$ cat src/rtl/fir_driver.sv
// Upstream driver for the 5-tap fir: loads the coefficient bank, then streams buffered samples.
// Define FIR_DRV_FIFO_EN for a 4-entry sample FIFO; otherwise a single holding register is used.
module fir_driver #(
  parameter int TAPS = 5,
  parameter int DW   = 8
) (
  input  logic          clk,
  input  logic          reset,
  input  logic          cfg_we,
  input  logic [2:0]    cfg_addr,
  input  logic [DW-1:0] cfg_data,
  input  logic          start,
  input  logic          stop,
  input  logic          s_valid,
  input  logic [DW-1:0] s_data,
  output logic          s_ready,
  input  logic          fir_error,
  output logic [DW-1:0] data_in,
  output logic          coef_enable,
  output logic          sample_enable,
  output logic          busy,
  output logic          err,
  output logic [15:0]   sent_count
);

  typedef enum logic [2:0] {IDLE, LOAD, GAP, STREAM, FAULT} state_t;

  state_t        state, state_n;
  logic [DW-1:0] bank [8];
  logic [3:0]    idx, idx_n;
  logic [DW-1:0] data_n;
  logic          coef_n, sen_n, err_n, clr_cnt;
  logic          flush, pop, push;
  logic          buf_empty, buf_full;
  logic [DW-1:0] head;

  assign busy = (state == LOAD) || (state == GAP) || (state == STREAM);

  always_ff @(posedge clk) begin
    if (reset) begin
      for (int unsigned i = 0; i < 8; i++) bank[i] <= '0;
    end else if (cfg_we && (state == IDLE || state == FAULT) && (32'(cfg_addr) < TAPS)) begin
      bank[cfg_addr] <= cfg_data;
    end
  end

  always_comb begin
    state_n = state;
    idx_n   = idx;
    data_n  = data_in;
    coef_n  = 1'b0;
    sen_n   = 1'b0;
    err_n   = err;
    clr_cnt = 1'b0;
    flush   = 1'b0;
    pop     = 1'b0;
    case (state)
      IDLE, FAULT: begin
        if (start) begin
          state_n = LOAD;
          data_n  = bank[0];
          coef_n  = 1'b1;
          idx_n   = 4'd1;
          err_n   = 1'b0;
          clr_cnt = 1'b1;
        end
      end
      LOAD: begin
        if (idx == 4'(TAPS)) begin
          state_n = GAP;
          data_n  = '0;
        end else begin
          data_n = bank[idx[2:0]];
          coef_n = 1'b1;
          idx_n  = idx + 4'd1;
        end
      end
      GAP: state_n = STREAM;
      STREAM: begin
        if (!buf_empty) begin
          pop    = 1'b1;
          data_n = head;
          sen_n  = 1'b1;
        end
      end
      default: state_n = IDLE;
    endcase
    // Fault and stop override whatever the active state decided this cycle.
    if (busy && (fir_error || stop)) begin
      state_n = fir_error ? FAULT : IDLE;
      err_n   = fir_error ? 1'b1 : err;
      data_n  = data_in;
      coef_n  = 1'b0;
      sen_n   = 1'b0;
      pop     = 1'b0;
      flush   = 1'b1;
    end
  end

  always_ff @(posedge clk) begin
    if (reset) begin
      state         <= IDLE;
      idx           <= '0;
      data_in       <= '0;
      coef_enable   <= 1'b0;
      sample_enable <= 1'b0;
      err           <= 1'b0;
      sent_count    <= '0;
    end else begin
      state         <= state_n;
      idx           <= idx_n;
      data_in       <= data_n;
      coef_enable   <= coef_n;
      sample_enable <= sen_n;
      err           <= err_n;
      if (clr_cnt)    sent_count <= '0;
      else if (sen_n) sent_count <= sent_count + 16'd1;
    end
  end

  assign push = s_valid && s_ready && !flush;

`ifdef FIR_DRV_FIFO_EN
  logic [DW-1:0] fifo [4];
  logic [1:0]    wr_ptr, rd_ptr;
  logic [2:0]    count;

  assign buf_empty = (count == 3'd0);
  assign buf_full  = (count == 3'd4);
  assign head      = fifo[rd_ptr];
  // A full FIFO still accepts when the head leaves in the same cycle.
  assign s_ready   = (state != FAULT) && (!buf_full || pop);

  always_ff @(posedge clk) begin
    if (reset || flush) begin
      wr_ptr <= '0;
      rd_ptr <= '0;
      count  <= '0;
    end else begin
      if (push) begin
        fifo[wr_ptr] <= s_data;
        wr_ptr       <= wr_ptr + 2'd1;
      end
      if (pop) rd_ptr <= rd_ptr + 2'd1;
      count <= count + 3'(push) - 3'(pop);
    end
  end
`else
  logic [DW-1:0] hold;
  logic          full;

  assign buf_empty = !full;
  assign buf_full  = full;
  assign head      = hold;
  assign s_ready   = (state != FAULT) && !buf_full;

  always_ff @(posedge clk) begin
    if (reset || flush) begin
      full <= 1'b0;
    end else if (push) begin
      hold <= s_data;
      full <= 1'b1;
    end else if (pop) begin
      full <= 1'b0;
    end
  end
`endif

endmodule

$ cat config.mk
export PLATFORM = sky130hd
export DESIGN_NAME = fir_driver
export DESIGN_NICKNAME = d
export VERILOG_FILES = /design/src/rtl/fir_driver.sv
export SDC_FILE = /design/constraint.sdc
export NUM_CORES = 1
export LEC_CHECK = 0
export ABC_AREA = 1
export CAP_MARGIN = 20
export CORE_ASPECT_RATIO = 1.4
export CORE_UTILIZATION = 40
export DETAILED_ROUTE_END_ITERATION = 8
export PLACE_DENSITY_LB_ADDON = 0.05
export SLEW_MARGIN = 20
export SYNTH_ARGS = -nofsm -noshare
export SYNTH_HDL_FRONTEND = slang
export SYNTH_SLANG_ARGS = --single-unit
$ cat constraint.sdc
create_clock -name clk -period 1.57 [get_ports clk]
set_input_delay 0.2355 -clock clk [delete_from_list [all_inputs] [get_ports clk]]
set_output_delay 0.2355 -clock clk [all_outputs]
set_load 0.02 [all_outputs]
; Yosys cells after proc, flatten, opt, wreduce, memory -nomap -nowiden
; Memory sizes are Yosys's and may differ from the RTL's. A register that Yosys moved wholly into a read port is not among the register bits.
; Cells that the tools add are included.
[op_classes]
muxes = 36
bitwise = 2
n_addsub = 2
eq_ne = 13
n_reduce_logical = 28
order_cmp = 1
[ops]
columns = operator, count
row1 = $mux 8, 4
row2 = $pmux 8 s3, 1
row3 = $mux 3, 7
row4 = $mux 1, 19
row5 = $add 16x1->16 const B, 1
row6 = $pmux 3 s4, 1
row7 = $reduce_and 3->1, 3
row8 = $mux 4, 2
row9 = $ne 2x2->1 const B, 4
row10 = $pmux 4 s2, 1
row11 = $reduce_bool 2->1, 4
row12 = $reduce_or 8->1, 1
row13 = $eq 3x2->1 const B, 2
row14 = $logic_and 1x1->1, 6
row15 = $ne 3x3->1 const B, 2
row16 = $reduce_or 2->1, 3
row17 = $logic_or 1x1->1, 5
row18 = $add 4x1->4 const B, 1
row19 = $eq 4x3->1 const B, 1
row20 = $reduce_and 4->1, 1
row21 = $eq 3x1->1 const B, 1
row22 = $eq 3x3->1 const B, 1
row23 = $logic_not 3->1, 1
row24 = $lt 3x3->1 const B, 1
row25 = other kinds (7), 9
[totals]
output_inout_bits = 29
input_bits = 26
n_memories = 1
register_bits = 43
ramBits = 64
[mem_list]
columns = memory, depth, width, rd, rd_ports_with_merged_regs, write_ports, line
row1 = bank, 8, 8, 2, 1, 8, 29  ; logic [DW-1:0] bank [8];

; Logic depth before layout (Yosys ltp)
; Gate-level depths: netlist of run 1.
[depth]
ltp_word = 9
mapped_depth = 11
mapped_depth_nobuf = 10

; Worst setup path before layout of run 1
; No wires, ideal clock.
[synth_timing]
kind = flip-flop to flip-flop
from = reg state[0]
to = reg hold[0], in the netlist head[0], enable pin
setup_time_ns = 0.370
t_required_ns = 1.200
path_slack_ns = -0.239
stages_incl_launch_ff = 5
n_path_buf = 0
synth_period_minus_slack_ns = 1.809
t_arrival_ns = 1.439
cell_sequence = dfxtp_1 > nor2_2 > a21oi_1 > nand2_1 > nor2_1
[synth_between]
word_cells_on_any_way = 15
cone_classes = 4 x eq/ne / 1 x mux / 1 x bitwise / 9 x reduce/logical
[synth_rtl]
columns = element, line
row1 = start: declaration, 28  ; state_t state, state_n;
row2 = start signal: assignment, 110  ; state <= state_n;
row3 = $ne 3x3->1, 155  ; assign s_ready = (state != FAULT) && !buf_full;
row4 = $logic_and 1x1->1, 155
row5 = named net s_ready, 16  ; output logic s_ready,
row6 = $logic_and 1x1->1 (2 in a row), 121  ; assign push = s_valid && s_ready && !flush;
row7 = $reduce_and 2->1 (no line), n/a
row8 = end signal: assignment, 161  ; hold <= s_data;
row9 = end: declaration, 149  ; logic [DW-1:0] hold;
; The timed path passes the listed nets, and every way through them passes these cells.
; A chain may end at the register's enable or synchronous reset.

; Worst setup path after layout of run 1
[layout_timing]
from = reg data_in[3]
to = out data_in[3]
[layout_rtl]
columns = element, line
row1 = start: declaration, 18  ; output logic [DW-1:0] data_in,
row2 = start signal: assignment, 112  ; data_in <= data_n;
; No word-level cell between the ends.

==> metrics.txt, run 1 <==
sequential area share after synthesis=0.566; min-delay worst type=primary input to register; slowest CP cell=clkdlybuf4s50_1; Clock Pin Slew Worst Setup and Hold Paths=~0.070 ns; failing checks=design-rule violations; #FFs+latches synth=110; Setup Buffers After CTS=0; critical path's top delay family=buffers and inverters; crit end category=output pin; Fillers=~1.2k; Min Hold Slack=0.437 ns; WP buf/inv=1; commonest non-fill, non-tap cell in the layout=nand2_1; CTS max path bufs=2; Total Routed Length=12.0 mm; Skew-Pair Late Insertion Delay=0.35 ns; critical path arrival=between 1 and 1.5 ns; Yosys top cell by area=edfxtp_1; max_cap viols=0; worst-path cell chain=clkdlybuf4s50_1; ant diodes=0; CP Data Required Time=roughly 1.3 ns; post-route cell area=roughly 6600 µm²; critical path launch point type=register; drt wl/cell=13.7 µm; maximum vdd ir drop=0.531 mV; clock sinks=between 100 and 150; final core utilization=0.528; CTS tree=yes; Syn Inst Count=610; drt pass-1 iters=6; layout cells sized above 1=0.120; top cell type's share of synthesized area=0.419; DP Cell Count=between 800 and 900; H-Tree Depth=3; final std cells w/o fill=873; Power Density=roughly 1100 nW/µm²; Final Hold Viols=0; largest net degree at the start of global routing=between 40 and 50; global-route wire length before repair=19.2 mm; RSZ-0062 raised after global routing=true; Total Power=a little under 7 mW; area grow syn2layout=27.1%; Fin Clk Skew=around 0.0084 ns; max incr delay on CP=0.60 ns; Warnings, synthesis=0; most frequent cells in the layout=150 x nand2_1, 92 x inv_1, 72 x edfxtp_1, 61 x nor2_1, 60 x nand3_1; DP Worst Slack=-0.245 ns; Setup TNS=0 ns; vias per std cell=~4.7; WS Path Type=register to output pin; FMAX=655 MHz; Netlist Area Pre-Place=between 5000 and 6000 µm²; fin nets=between 700 and 800; Final Max Slew Viols=0; Leak Pwr=about 2.9 nW; num rows=48; initial antenna violation count=0; DR iter-0 viols=roughly 150; ys flop type=edfxtp_1; Synth async-reset ratio=0; maximum fanout along the worst path=2; # IOs=55; Num CTS Buffers=9; mean post-synth cell area=8.46 µm²; clk root buf=clkbuf_16; DP HPWL=between 9 and 10 mm; outcome=finished, violations left; final worst slack=0.0442 ns; Die ar.=roughly 13,000 µm²; drt drc=1; GPL Wtd Cong=about 0.85; Die H=between 100 and 150 µm; leading post-synthesis cells by cell area=edfxtp_1 42%, dfxtp_1 15%, nand2_1 11%, inv_1 6.7%, nand3_1 5.8%; Core Area=12,400 µm²; final worst path period share=0.972; ANT nets after route=0; vias in the first global route=3,939; Die Span X=98.0 µm; initial core utilization=0.415; Post-synth EDFFs=around 70; grt total ovfl=0; Setup violations, final=0; GRT Util Overall=0.190; Synth cell types=33; port bufs=54; dpl cell area=6260 µm²; Via Count=4,113; Tmin final=roughly 1.5 ns
[final timing paths]
check,endpoint,startpoint,cells after the start,slack (ns)
hold reg to reg,err,err,2,0.46
hold / removal,head[4],s_data[4],1,0.44
setup / recovery,data_in[3],data_in[3],1,0.04
setup reg to reg,bank[4][3],state[1],5,0.05
[where the power goes]
part / switching [mW] / internal [mW]
Sequential: 0.0856 / 3.28
Combinational: 0.846 / 0.572
Clock: 1.05 / 1.09
Total: 1.98 / 4.93
[flip-flops by register name, summed over array words and instances (netlist names), named ones only]
signal,cells
idx,4
head,8
sent_count,16
sample_enable,1
coef_enable,1
bank,64
data_in,8
state,3
buf_full,1
err,1
[synth_stat cells, types with 2 or more instances]
cell type	count
xor2_1	4
or2_0	2
nand4_1	6
clkbuf_1	11
inv_2	3
ha_1	3
a21oi_1	45
nand3_1	60
nor2_2	2
nor3_1	8
buf_6	2
buf_2	4
edfxtp_1	72
dfxtp_1	38
o21ai_0	14
xnor2_1	2
nand2_1	155
nor2_1	66
nand2_4	3
a21oi_2	2
buf_4	2
nand2_2	2
nand3b_1	2
inv_1	92
buf_1	2
[kinds of logic after synthesis]
kind of cell | Yosys count | synth area share
buffers and inverters | 117 | 0.0904
adders and majority gates | 3 | 0.00728
DFF | 110 | 0.566
xor gates and xnor gates | 6 | 0.0102
other | 1 | 0.000727
and+or+nand+nor | 310 | 0.261
AOI/OAI and AO/OA | 63 | 0.0635
[routing by layer]
layer,share of wire,GRT usage,vias up,routed length [µm]
met3,0.024,0.0267,19,291
li1,-,-,2151,-
met2,0.54,0.355,68,6410
met1,0.41,0.211,1875,4920
met5,0,0,-,0
met4,0.028,0.0892,0,335
[timing repair]
item                       CTS  global route
setup endpoints to repair   17            51
pin swaps                    0             3
gates resized for setup     22            15
hold buffers                 0             0
[area by class of cell]
type	instances	area (µm²)	share of cell area
Timing Repair Buffer	95	906	0.138
Tap cell	150	188	0.0286
Clock inverter	7	46.3	0.00706
Inverter	96	363	0.0553
Multi-Input combinational cell	406	1910	0.291
Clock buffer	9	225	0.0343
Sequential cell	110	2930	0.446
Note: power is estimated with default switching activity, not from simulation.
==> inputs of run 2 (changes only) <==
--- a/config.mk
+++ b/config.mk
@@ -5,12 +5,13 @@
 export SDC_FILE = /design/constraint.sdc
 export NUM_CORES = 1
 export LEC_CHECK = 0
-export ABC_AREA = 1
 export CAP_MARGIN = 20
 export CORE_ASPECT_RATIO = 1.4
 export CORE_UTILIZATION = 40
 export DETAILED_ROUTE_END_ITERATION = 8
 export PLACE_DENSITY_LB_ADDON = 0.05
+export RECOVER_POWER = 100
+export REMOVE_ABC_BUFFERS = 1
 export SLEW_MARGIN = 20
 export SYNTH_ARGS = -nofsm -noshare
 export SYNTH_HDL_FRONTEND = slang
==> run 2 against run 1 <==
The flow finishes with violations (negative setup slack). Via count down 13%. Largest cell class unchanged. Wire length up 1.7%. Non-clock buffer count up 30. Sequential power down 2%. Die area down 5.8%. Combinational power down 43%. Clock power up 2%. Largest power group unchanged. Clock skew down 0.00081 ns.
==> metrics.txt, run 2 <==
grt met1 use=0.220; initial antenna violation count=0; ant diodes=0; Post-synth EDFFs=between 70 and 80; Power Density=925 nW/µm²; Skew-Pair Late Insertion Delay=0.35 ns; most numerous cell in the Yosys netlist=edfxtp_1; mean post-synth cell area=roughly 12 µm²; worst-path cell chain=buf_4 > buf_6 > nor2b_4 > buf_4 > a32oi_1 > buf_4 > a211oi_1 > a22o_1; layout cells sized above 1=0.309; Final Hold Viols=0; GR Util met2=0.355; clock sinks=between 100 and 150; Comb pwr share=0.128; commonest non-fill, non-tap cell in the layout=edfxtp_1; CP Data Required Time=approximately 1.8 ns; WS Path Type=register to register; Reg area=2940 µm²; clk root buf=clkbuf_16; WP buf/inv=4; critical path arrival=1.89 ns; #FFs+latches synth=110; Clock Pin Slew Worst Setup and Hold Paths=about 0.07 ns; maximum vdd ir drop=0.584 mV; critical path launch point type=register; Leak Pwr=around 2.6 nW; CTS tree=yes; fin nets=about 570; RSZ-0062 raised after global routing=true; Tmin final=1.64 ns; DP Worst Slack=-0.722 ns; Synth async-reset ratio=0; slowest CP cell=dfxtp_4; DP Cell Count=663; DR iter-0 viols=around 180; min-delay worst type=register to register; Flop pwr share=0.525; H-Tree Depth=3; failing checks=negative setup slack; Die ar.=between 10,000 and 15,000 µm²; vias per std cell=between 5 and 6; max_cap viols=0; CTS Hold Bufs=0; M3 GR Usage=0.0311; global-route wire length before repair=around 18 mm; maximum fanout along the worst path=8; Yosys top cell by area=edfxtp_1; Num CTS Buffers=9; Synth top cells by count=72 x edfxtp_1, 43 x and2_1, 38 x dfxtp_1; drt drc=0; port bufs=54; outcome=finished, violations left; top cell type's share of synthesized area=0.445; FMAX=about 600 MHz; final std cells w/o fill=between 600 and 700; most frequent cells in the layout=72 x edfxtp_1, 61 x buf_4, 32 x and2_1, 29 x dfxtp_1, 24 x conb_1; final core utilization=0.575; Clock power frac=0.346; num rows=47; Setup TNS=-1.27 ns; Fillers=roughly 1.1k; Via Count=3,559; Final Max Slew Viols=0; final worst path period share=1.05; area grow syn2layout=39.9%; Syn Inst Count=roughly 400; switching power=1.49 mW; area of the multi-input gates=around 2200 µm²; switching share of power=0.237; Synth cell types=48; grt total ovfl=0; vias in the first global route=around 3.4k; CP dominant cell by count=buf_4; # IOs=between 50 and 60; leading post-synthesis cells by cell area=edfxtp_1 45%, dfxtp_1 16%, and2_1 5.5%, mux2i_1 3.5%, a22o_1 2.9%; Total Power=6.29 mW; max reg flops=between 60 and 70; Setup violations, final=43; GRT Util Overall=0.195; Netlist Area Pre-Place=4860 µm²; Fin Clk Skew=approximately 0.0076 ns; critical path's top delay family=buffers and inverters; ANT nets after route=0; Die Span X=between 90 and 100 µm; Total Routed Length=around 12 mm; crit end category=register; Warnings, synthesis=0; DP HPWL=8.88 mm; GPL Wtd Cong=0.874; CTS max path bufs=2; Core Area=~12,000 µm²; sequential area share after synthesis=0.602; Top reg by flops=bank; final worst slack=-0.0742 ns; drt wl/cell=17.6 µm; Pint=4.79 mW; largest net degree at the start of global routing=27; ys flop type=edfxtp_1; biggest regs=bank: 64 flops, sent_count: 16 flops; max incr delay on CP=0.37 ns; Die H=around 130 µm; drt pass-1 iters=4; initial core utilization=0.411; most utilized layer in the global route result=met2
## run 2: logic make-up after synthesis
group / share of synthesized area
xor+xnor: 0.00721
flops: 0.602
other cells: 0.000772
mux: 0.0350
compound gates: 0.135
simple gates: 0.186
fa+ha+maj: 0.00773
buf+inv: 0.0268
## run 2: timing repair
action / 4_1_cts / 5_1_grt
buffers inserted: 0 / 10
gates resized for setup: 50 / 80
setup endpoints to repair: 126 / 77
cloned: 0 / 2
pin swaps: 6 / 28
## run 2: stage by stage
| stage | cell area (µm²) | hold WS (ns) |
|---|---|---|
| floorplan | 4840 | 0.308 |
| global placement | 6020 | 0.453 |
| detailed placement | 6020 | 0.463 |
| CTS | 6360 | 0.430 |
| global route | 6800 | 0.496 |
| finish | 6800 | 0.471 |
## run 2: tightest hold or removal path, stage by stage (launching register included)
cell and delay, ns:
dfxtp_1 0.33, a21oi_1 0.04, nor2_1 0.07
## run 2: routing by layer
| metal | part of all wire | wire, µm |
|---|---|---|
| met1 | 0.39 | 4790 |
| met3 | 0.033 | 402 |
| met5 | 0 | 0 |
| met2 | 0.55 | 6650 |
| met4 | 0.026 | 321 |
## run 2: layout make-up
type,instances,share of cell area
clock buffer,12,0.0377
clock inverter,4,0.00442
inverter,6,0.00331
multi-input combinational,287,0.327
sequential,110,0.433
tap,147,0.0271
timing repair buffer,125,0.167
## run 2: path summary, 6_finish.rpt
check	startpoint	endpoint	slack [ns]	cells after the start
max	state[0]	data_in[2]	-0.07	8
min	err	err	0.47	2
max reg2reg	state[0]	data_in[2]	-0.07	8
min reg2reg	err	err	0.47	2
## run 2: power groups by stage
stage	clock network, mW	logic, mW	registers (mW)
after CTS	2.24	0.687	3.29
after global routing	2.34	0.862	3.32
after floorplan	0	0.258	3.39
after detailed placement	0	0.668	3.36
final	2.18	0.805	3.30
after global placement	0	0.662	3.35
==> inputs of run 3 (changes only) <==
--- a/config.mk
+++ b/config.mk
@@ -9,7 +9,6 @@
 export CORE_ASPECT_RATIO = 1.4
 export CORE_UTILIZATION = 40
 export DETAILED_ROUTE_END_ITERATION = 8
-export PLACE_DENSITY_LB_ADDON = 0.05
 export RECOVER_POWER = 100
 export REMOVE_ABC_BUFFERS = 1
 export SLEW_MARGIN = 20
==> run 3 against run 2 <==
The run still ends with negative setup slack left. Critical path depth fell by 3. Design area fell by 3.4%. Count of clock-buffer cells in the layout shrank 1. Total power is 2.5% lower. Via count is 0.93% higher. Utilization decreased by 2.0 points. Wire length down 3.5%. Register-to-register slack worse by 0.04 ns.
==> metrics.txt, run 3 (synthesized netlist as in run 2, its figures left out) <==
WS Path Type=register to register; post-route cell area=6560 µm²; GPL Wtd Cong=0.901; initial antenna violation count=1; worst reg2reg path depth=5; commonest non-fill, non-tap cell in the layout=edfxtp_1; Leak Pwr=2.49 nW; FMAX=slightly below 600 MHz; slowest CP cell=dfxtp_2; drt drc=0; maximum fanout along the worst path=8; max reg flops=64; worst-path cell chain=nor4b_4 > buf_4 > nand2b_4 > nor3b_4 > or2_4; reg2reg setup slack=-0.11 ns; Clock Pin Slew Worst Setup and Hold Paths=~0.070 ns; Tmin final=~1.7 ns; biggest regs=bank: 64 flops, sent_count: 16 flops; clk root buf=clkbuf_16; RSZ-0062 raised after global routing=true; CP Data Required Time=1.63 ns; Skew-Pair Late Insertion Delay=approximately 0.35 ns; final worst slack=-0.110 ns; crit end category=register; DP Cell Count=660; most frequent cells in the layout=72 x edfxtp_1, 54 x buf_4, 43 x and2_1, 32 x dfxtp_1, 24 x conb_1; Critical Path Source=state[1]; Die ar.=between 10,000 and 15,000 µm²; DP HPWL=8.67 mm; critical path launch point type=register; drt wl/cell=between 15 and 20 µm; Num CTS Buffers=9; vias per std cell=5.25; Core Area=between 10,000 and 15,000 µm²; CTS tree=yes; max_cap viols=0; grt total ovfl=0; final std cells w/o fill=around 700; fin nets=560; min-delay worst type=register to register; area grow syn2layout=35.1%; CP endpoint=bank[1][1]; largest net degree at the start of global routing=31; Final Hold Viols=0; num rows=47; area of the multi-input gates=roughly 2200 µm²; failing checks=negative setup slack; critical path arrival=roughly 1.7 ns; Worst Min Path Start=err; DR iter-0 viols=81; Total Routed Length=between 10 and 15 mm; # IOs=55; Setup violations, final=53; Fin Clk Skew=0.00398 ns; CTS Hold Bufs=0; drt pass-1 iters=4; dpl cell area=5990 µm²; port bufs=54; final worst path period share=1.07; Fillers=between 1k and 1.5k; Die H=~130 µm; vias in the first global route=3,665; worst r2r src=state[1]; Die Span X=about 95 µm; outcome=finished, violations left; H-Tree Depth=3; Reg area=slightly below 3000 µm²; layout cells sized above 1=0.261; Total Power=around 6.1 mW; GRT Util Overall=0.195; CTS max path bufs=2; Final Max Slew Viols=0; Power Density=between 900 and 1000 nW/µm²; initial core utilization=0.411; global-route wire length before repair=between 15 and 20 mm; ANT nets after route=0; maximum vdd ir drop=0.509 mV; max incr delay on CP=roughly 0.36 ns; Via Count=3,592; R2R Path End=bank[1][1]; clock sinks=110; Top reg by flops=bank
## run 3: cell types whose count changed in the layout (fill, tap and decap cells not counted), moves of 4 or more
cell,before,now
a21oi_1,15,11
and2_1,32,43
clkbuf_1,1,7
a211oi_2,13,9
and2_4,10,0
a211oi_1,4,8
buf_4,61,54
## run 3: power breakdown
part	switching, mW	internal [mW]
sequential	0.0667	3.23
combinational	0.400	0.348
clock	1.01	1.08
total	1.48	4.65
## run 3: final cells by class
| type | instances | share of cell area |
|---|---|---|
| Tap cell | 147 | 0.0280 |
| Clock buffer | 11 | 0.0355 |
| Multi-Input combinational cell | 287 | 0.328 |
| Antenna cell | 1 | 0.000381 |
| Sequential cell | 110 | 0.447 |
| Clock inverter | 5 | 0.00553 |
| Timing Repair Buffer | 117 | 0.152 |
| Inverter | 6 | 0.00343 |
## run 3: how the worst min path moves through the flow
stage	endpoint	slack (ns)	depth (start not counted)
after floorplan	state[2]	0.31	1
after global placement	sent_count[15]	0.46	2
after detailed placement	err	0.47	2
after CTS	head[5]	0.43	1
after global routing	err	0.50	2
final	err	0.48	2
## run 3: layer usage
metal / up-vias / wire [µm] / global-route usage
li1: 1742 / - / -
met1: 1732 / 4550 / 0.218
met2: 88 / 6260 / 0.333
met3: 30 / 552 / 0.0479
met4: 0 / 374 / 0.103
met5: - / 0 / 0
## run 3: critical path, delay by kind of cell (launching register included)
family | cells | cell delay (ns)
buffers and inverters | 1 | 0.19
flip-flops | 1 | 0.36
AND/OR/NAND/NOR | 4 | 0.83
## run 3: what timing repair did
item,in CTS,in global routing
endpoints found under the setup margin,133,101
gates resized for setup,48,61
buffers inserted,0,7
hold endpoints to repair,0,0
pin swaps,7,20
## run 3: stage by stage
step / hold slack, ns / TNS, ns / util / worst slack, ns
3_3_place_gp: 0.463 / -58.60 / 0.507 / -0.702
5_1_grt: 0.498 / -8.95 / 0.555 / -0.181
2_1_floorplan: 0.308 / -16.06 / - / -0.552
4_1_cts: 0.433 / -1.01 / 0.533 / -0.0735
3_5_place_dp: 0.471 / -60.10 / 0.507 / -0.713
6_report: 0.484 / -2.76 / 0.555 / -0.110
